===== src/rtl/counter_bank.sv =====
// Bank of NUM_CH independent up/down counters with free-running prescalers, wrap/saturate
// modes and edge-pulse triggers. Optional coherent snapshot: COUNTER_BANK_SNAPSHOT_EN.
module counter_bank #(
    parameter int unsigned NUM_CH    = 2,
    parameter int unsigned CNT_WIDTH = 8,
    parameter int unsigned DIV_WIDTH = 24
) (
    input  logic                          sys_clk_i,
    input  logic                          reset_i,
    input  logic [NUM_CH-1:0]             ch_reset_i,
    input  logic [NUM_CH-1:0]             ch_enable_i,
    input  logic [NUM_CH-1:0]             ch_up_i,
    input  logic [NUM_CH-1:0]             ch_down_i,
    input  logic [NUM_CH-1:0]             ch_sat_i,
    input  logic [NUM_CH*DIV_WIDTH-1:0]   div_reload_i,
    input  logic [NUM_CH*CNT_WIDTH-1:0]   cmp_value_i,
    output logic [NUM_CH*CNT_WIDTH-1:0]   count_out_o,
    output logic [NUM_CH-1:0]             zero_trig_o,
    output logic [NUM_CH-1:0]             cmp_trig_o,
    output logic [NUM_CH-1:0]             max_trig_o,
    input  logic                          snap_req_i,
    output logic [NUM_CH*CNT_WIDTH-1:0]   snap_out_o,
    output logic                          snap_valid_o
);

    localparam logic [CNT_WIDTH-1:0] CntMax = {CNT_WIDTH{1'b1}};
    localparam logic [CNT_WIDTH-1:0] CntOne = CNT_WIDTH'(1);
    localparam logic [DIV_WIDTH-1:0] DivOne = DIV_WIDTH'(1);

    for (genvar g = 0; g < NUM_CH; g++) begin : g_ch
        logic [DIV_WIDTH-1:0] reload;
        logic [DIV_WIDTH-1:0] div_q, div_d;
        logic                 tick_q, tick_d;
        logic [CNT_WIDTH-1:0] cmp;
        logic [CNT_WIDTH-1:0] cnt_q, cnt_d;
        logic [CNT_WIDTH-1:0] inc_val, dec_val;
        logic                 zero_now, cmp_now, max_now;
        logic                 was_zero_q, was_cmp_q, was_max_q;
        logic                 zero_trig_q, cmp_trig_q, max_trig_q;

        assign reload = div_reload_i[g*DIV_WIDTH +: DIV_WIDTH];
        assign cmp    = cmp_value_i[g*CNT_WIDTH +: CNT_WIDTH];

        // Prescaler runs regardless of ch_enable; reload value is only sampled at wrap.
        always_comb begin
            div_d  = div_q - DivOne;
            tick_d = 1'b0;
            if (div_q == '0) begin
                div_d  = reload;
                tick_d = 1'b1;
            end
        end

        assign inc_val = (ch_sat_i[g] && (cnt_q == CntMax)) ? cnt_q : cnt_q + CntOne;
        assign dec_val = (ch_sat_i[g] && (cnt_q == '0))     ? cnt_q : cnt_q - CntOne;

        // Manual pulses take precedence over (and swallow) a coincident prescaler tick.
        always_comb begin
            cnt_d = cnt_q;
            if (ch_reset_i[g]) begin
                cnt_d = '0;
            end else if (ch_up_i[g] && ch_down_i[g]) begin
                cnt_d = cnt_q;
            end else if (ch_up_i[g]) begin
                cnt_d = inc_val;
            end else if (ch_down_i[g]) begin
                cnt_d = dec_val;
            end else if (ch_enable_i[g] && tick_q) begin
                cnt_d = inc_val;
            end
        end

        assign zero_now = (cnt_q == '0);
        assign cmp_now  = (cnt_q == cmp);
        assign max_now  = (cnt_q == CntMax);

        always_ff @(posedge sys_clk_i) begin
            if (reset_i) begin
                div_q       <= reload;
                tick_q      <= 1'b0;
                cnt_q       <= '0;
                // Seed history to match the post-reset count so release fires nothing.
                was_zero_q  <= 1'b1;
                was_cmp_q   <= (cmp == '0);
                was_max_q   <= 1'b0;
                zero_trig_q <= 1'b0;
                cmp_trig_q  <= 1'b0;
                max_trig_q  <= 1'b0;
            end else begin
                div_q       <= div_d;
                tick_q      <= tick_d;
                cnt_q       <= cnt_d;
                was_zero_q  <= zero_now;
                was_cmp_q   <= cmp_now;
                was_max_q   <= max_now;
                zero_trig_q <= zero_now & ~was_zero_q;
                cmp_trig_q  <= cmp_now & ~was_cmp_q;
                max_trig_q  <= max_now & ~was_max_q;
            end
        end

        assign count_out_o[g*CNT_WIDTH +: CNT_WIDTH] = cnt_q;
        assign zero_trig_o[g] = zero_trig_q;
        assign cmp_trig_o[g]  = cmp_trig_q;
        assign max_trig_o[g]  = max_trig_q;
    end

`ifdef COUNTER_BANK_SNAPSHOT_EN
    logic [NUM_CH*CNT_WIDTH-1:0] snap_q;
    logic                        snap_valid_q;

    always_ff @(posedge sys_clk_i) begin
        if (reset_i) begin
            snap_q       <= '0;
            snap_valid_q <= 1'b0;
        end else begin
            snap_valid_q <= snap_req_i;
            if (snap_req_i) begin
                snap_q <= count_out_o;
            end
        end
    end

    assign snap_out_o   = snap_q;
    assign snap_valid_o = snap_valid_q;
`else
    logic unused_snap_req;
    assign unused_snap_req = snap_req_i;
    assign snap_out_o      = '0;
    assign snap_valid_o    = 1'b0;
`endif

endmodule


===== config.mk =====
export PLATFORM = sky130hd
export DESIGN_NAME = counter_bank
export DESIGN_NICKNAME = d
export VERILOG_FILES = /design/src/rtl/counter_bank.sv
export SDC_FILE = /design/constraint.sdc
export NUM_CORES = 1
export LEC_CHECK = 0
export ABC_AREA = 1
export CORE_MARGIN = 2
export CORE_UTILIZATION = 40
export CTS_CLUSTER_DIAMETER = 100
export DETAILED_ROUTE_END_ITERATION = 8
export GPL_TIMING_DRIVEN = 0
export PLACE_DENSITY = 0.66
export SETUP_SLACK_MARGIN = 0.05
export SLEW_MARGIN = 20
export SYNTH_ARGS = -nofsm -noshare
export SYNTH_HDL_FRONTEND = slang
export SYNTH_SLANG_ARGS = --single-unit

===== constraint.sdc =====
create_clock -name sys_clk_i -period 2.1 [get_ports sys_clk_i]
set_input_delay 0.42 -clock sys_clk_i [delete_from_list [all_inputs] [get_ports sys_clk_i]]
set_output_delay 0.42 -clock sys_clk_i [all_outputs]
set_load 0.1 [all_outputs]

### After elaboration in Yosys (flattened, before gate mapping)

Index checks and enable logic that the tools add are counted.

| word-level totals | value |
|---|---|
| bits in registers | 78 |
| output and inout bits | 39 |
| word-level logic and storage cells | 82 |

| operators by class | value |
|---|---|
| add/sub/neg operators | 6 |
| equal/unequal tests | 6 |
| multiplexer cells | 18 |
| bitwise gates (word level) | 14 |
| reduce and logical (&&, ||, !) cells | 20 |

Operators with widths:

| operator | number |
|---|---|
| two-way mux 24 bit | 4 |
| two-way mux 8 bit | 10 |
| logical NOT 24 bit | 2 |
| subtractor 24 x 1 -> 24 bit (second input constant) | 2 |
| logical NOT 8 bit | 4 |
| adder 8 x 1 -> 8 bit (second input constant) | 2 |
| == test 8 bit | 2 |
| == test 8 bit (second input constant) | 2 |
| subtractor 8 x 1 -> 8 bit (second input constant) | 2 |
| logical AND 1 bit | 8 |
| inverter 1 bit | 8 |
| bitwise AND 1 bit | 6 |
| != test 3 bit (second input constant) | 2 |
| AND reduction 3 bit | 2 |
| nonzero test 3 bit | 2 |
| two-way mux 1 bit | 4 |
| OR reduction 2 bit | 2 |

### Longest topological paths before layout

| depth | value |
|---|---|
| depth after elaboration | 6 |
| depth in mapped cells | 12 |
| depth with buffers taken out | 11 |

### Worst setup path before layout

OpenSTA, ideal clock, no wires.

| path | value |
|---|---|
| path kind | register to register |
| from | reg g_ch[0].cnt_q[0] |
| to | reg g_ch[0].cnt_q[3] |
| setup time | 0.117 ns |
| data arrival time | 2.218 ns |
| required time | 1.983 ns |
| setup slack | -0.236 ns |
| cell stages (with the launch flop) | 11 |
| path buffers | 1 |
| clock period less this slack | 2.336 ns |
| cells stage by stage | dfxtp_1 -> inv_1 -> ha_1 -> nor3b_2 -> nand3_2 -> nand2_2 -> nand2_2 -> buf_6 -> nand4_1 -> nand2_1 -> nor2_1 |

| on the way | value |
|---|---|
| word-level cells in the longest chain between the ends | 6 |
| elaborated cells on any way between the ends | 13 |
| those cells by class | 2 x add/sub; 2 x eq/ne; 5 x mux; 4 x reduce/logical |

Ends and longest elaborated chain:

| what | RTL line | source |
|---|---|---|
| start, declared | 35 | `logic [CNT_WIDTH-1:0] cnt_q, cnt_d;` |
| start signal, assigned | 92 | `cnt_q <= cnt_d;` |
| parallel branches: the longest is 6 deep, another holds adder 8 x 1 -> 8 bit | n/a |  |

Parallel ways; which one is timed is not known. The select of a mux whose other input is x is not followed.
A chain may end at the register's enable or synchronous reset.

### Final worst setup path

| path | value |
|---|---|
| from | reg g_ch[0].cnt_q[1] |
| to | out count_out_o[1] |

RTL lines:

| what | RTL line | source |
|---|---|---|
| end, declared | 17 | `output logic [NUM_CH*CNT_WIDTH-1:0] count_out_o,` |

No word-level cell between the ends.

==> metrics.md <==
| Metric | Value |
|---|---|
| Status | finished clean |
| Syn avg cell area | roughly 6.5 sq um |
| Die Span Y | around 120 um |
| Final Hold Vio Count | 0 |
| I/O pins | 116 |
| Top cells by count, synth | nand2_1, nor2_1, inv_1 |
| Inserted Diodes | 0 |
| Initial DRC count | 407 |
| Clock-pin slew on the worst setup and hold paths | about 60 ps |
| Register bit total from synthesis | 78 |
| Critical path, cell by cell | clkdlybuf4s15_1 |
| Hold Path Depth | 1 |
| Vias/cell | 4.72 |
| Max VDD drop | 0.000319 V |
| Maximum clock rate | between 0.4 and 0.5 GHz |
| Net count reported at finish | 992 |
| Post-route ant nets | 0 |
| Max-cap violations | 0 |
| Netlist cell types | 39 |
| Max clock buf depth | 2 |
| Die Span X | about 120 um |
| Power Dens Cells | 644 mW/mm^2 |
| HP Class | flip-flop to flip-flop |
| Wire length of the first global-routing pass | 20,300 um |
| CP Data Arrival Time | 1590 ps |
| Root Buffer | clkbuf_16 |
| Crit start category | flip-flop |
| Slew HR | 35.5% |
| WHS | between 300 and 400 ps |
| Clock Latency Late Sink | 340 ps |
| Clk_skew | 8.20 ps |
| Final Max Slew Viols | 0 |
| Count leader, synth | nand2_1 |
| Setup_tns | 0 ps |
| Gp weighted congestion | 0.910 |
| Top cell type by total area after synthesis | dfxtp_1 |
| CP delay by family, top | buffers and inverters |
| Total die area | 0.0136 sq mm |
| Vias in the first global route | 4,437 |
| RSZ-0062 raised after global routing | no |
| WP depth | 1 |
| Total grt overflow | 0 |
| DRT Pass-1 Iters | 5 |
| Num rows | between 40 and 50 |
| Seq/Total Area, Yosys | 30.7% |
| Via count | 5,105 |
| Routed WL | 12,500 um |
| Core Area | 0.0125 sq mm |
| Slowest stage cell, crit path | clkdlybuf4s15_1 |
| Total GRT Usage | 18.9% |
| Slowest stage delay, CP | between 800 and 900 ps |
| CTS tree | yes |
| Critical Path RT | 1680 ps |
| DRC errors left | 0 |
| CTS sink cnt | 78 |
| Initial antenna violation count | 0 |
| Synth area leaders | dfxtp_1, nand2_1, nor2_1 |
| H-tree levels | 3 |
| Worst-Margin Slew | 971 ps |
| Lkg Pwr | 2.99 nW |
| DPL Wire Length | between 9000 and 10,000 um |
| Worst Setup Path Type | flip-flop to primary output |
| YS warnings | 0 |
| Post-synth top area share | 30.7% |
| Async S/R FF share, synth | 0% |
| IO Port Bufs | 97 |
| Total design power | 0.00425 W |
| Critical Path Fanout Max | 6 |
| Layout cell share with drive strength beyond 1 | about 13% |
| Starting Density | 40.6% |
| Inserted Clock Buffers | 9 |
| Cells after Synth | slightly below 800 |
| Crit path time final | 2010 ps |
| Largest net degree at the start of global routing | 13 |
| Routed len/inst | 11.6 um |
| # setup viols final | 0 |
| Critical path capture point type | primary output |
| Period utilization | 95.7% |
| Syn Std Cell Area | 0.00509 sq mm |
| Commonest register cell after synthesis | dfxtp_1 |
| Number of enable flip-flop cells after synthesis | 0 |
| Register-to-Register Path Depth | 10 |
| Post-layout util | 52.7% |
| CP Buf/Inv Count | 1 |
| Area growth from synthesis to layout | 29.7% |
cell type report:
cell class | count | area [sq um]
fill | 1317 | 5920
multi-input combinational | 589 | 2920
sequential | 78 | 1570
timing repair buffer | 97 | 942
inverter | 92 | 357
buffer | 38 | 310
clock buffer | 12 | 267
tap | 172 | 215
clock inverter | 4 | 20.0
state kept, by name, summed over array words and instances (netlist names):
| name | cells |
|---|---|
| g_ch.cnt_q | 16 |
| g_ch.max_trig_q | 2 |
| g_ch.tick_q | 2 |
| g_ch.was_cmp_q | 2 |
| g_ch.cmp_trig_q | 2 |
| g_ch.zero_trig_q | 2 |
| g_ch.was_max_q | 2 |
| g_ch.div_q | 48 |
| g_ch.was_zero_q | 2 |
logic make-up (layout without fill, tap and decap cells):
family          count (synthesis)  in the layout  synth area share, %
simple gates                  435            435                 38.1
buf+inv                       130            243                 13.1
compound gates                 89             89                 9.03
flops                          78             78                 30.7
xor+xnor                       38             38                 6.54
fa+ha+maj                      10             10                 2.46
other cells                     1             17               0.0737
repair_timing:
action / 4_1_cts / 5_1_grt
resized for setup: 37 / 9
setup buffers: 0 / 0
setup endpoints to repair: 22 / 9
hold buffers: 0 / 0
per-stage QoR:
step                      instances  setup slack (ps)  cell area, sq um
final                          1082              90.9              6600
after detailed placement       1066             -18.8              6340
after global routing           1082              50.3              6600
after CTS                      1082              51.5              6620
after global placement         1066             -16.2              6340
after floorplan                 797              82.2              5150
cell usage in the layout (no fill, tap or decap), drive strengths merged, types with 27 or more instances in the layout:
| master | n |
|---|---|
| nand2 | 177 |
| nor2 | 154 |
| inv | 90 |
| dfxtp | 78 |
| clkdlybuf4s50 | 75 |
| nand3 | 61 |
| o21ai | 46 |
| a21oi | 39 |
| buf | 38 |
| xor2 | 27 |
worst reg2reg max path: cells and delay by family, from the launching register on:
family,cells,cell delay (ps)
AO/OA/AOI/OAI,1,50
adder cells (fa/ha/maj),1,210
buffers and inverters,3,340
flip-flops,1,320
AND/OR/NAND/NOR,5,690
final timing paths:
check / start / endpoint / slack, ps
max: g_ch[0].cnt_q[1]$_SDFFE_PP0P_ / count_out_o[1] / 90
min reg2reg: g_ch[0].was_cmp_q$_DFF_P_ / g_ch[0].cmp_trig_q$_SDFF_PP0_ / 380
max reg2reg: g_ch[1].div_q[0]$_DFF_P_ / g_ch[1].div_q[21]$_DFF_P_ / 380
min: g_ch[0].was_cmp_q$_DFF_P_ / g_ch[0].cmp_trig_q$_SDFF_PP0_ / 380
metal layers:
| layer | wire, um | vias up | track usage (%) |
|---|---|---|---|
| met3 | 691 | 16 | 3.06 |
| met1 | 6190 | 2235 | 25.4 |
| met4 | 238 | 0 | 8.00 |
| li1 | - | 2694 | - |
| met5 | 0 | - | 0 |
| met2 | 5420 | 160 | 29.9 |
where the power goes:
part	total (W)	switching, W	leakage (nW)	internal (W)
combinational	0.00103	0.000642	2.19	0.000391
sequential	0.00171	0.000110	0.651	0.00160
clock	0.00151	0.000619	0.148	0.000889
(Power assumes the default switching activity.)
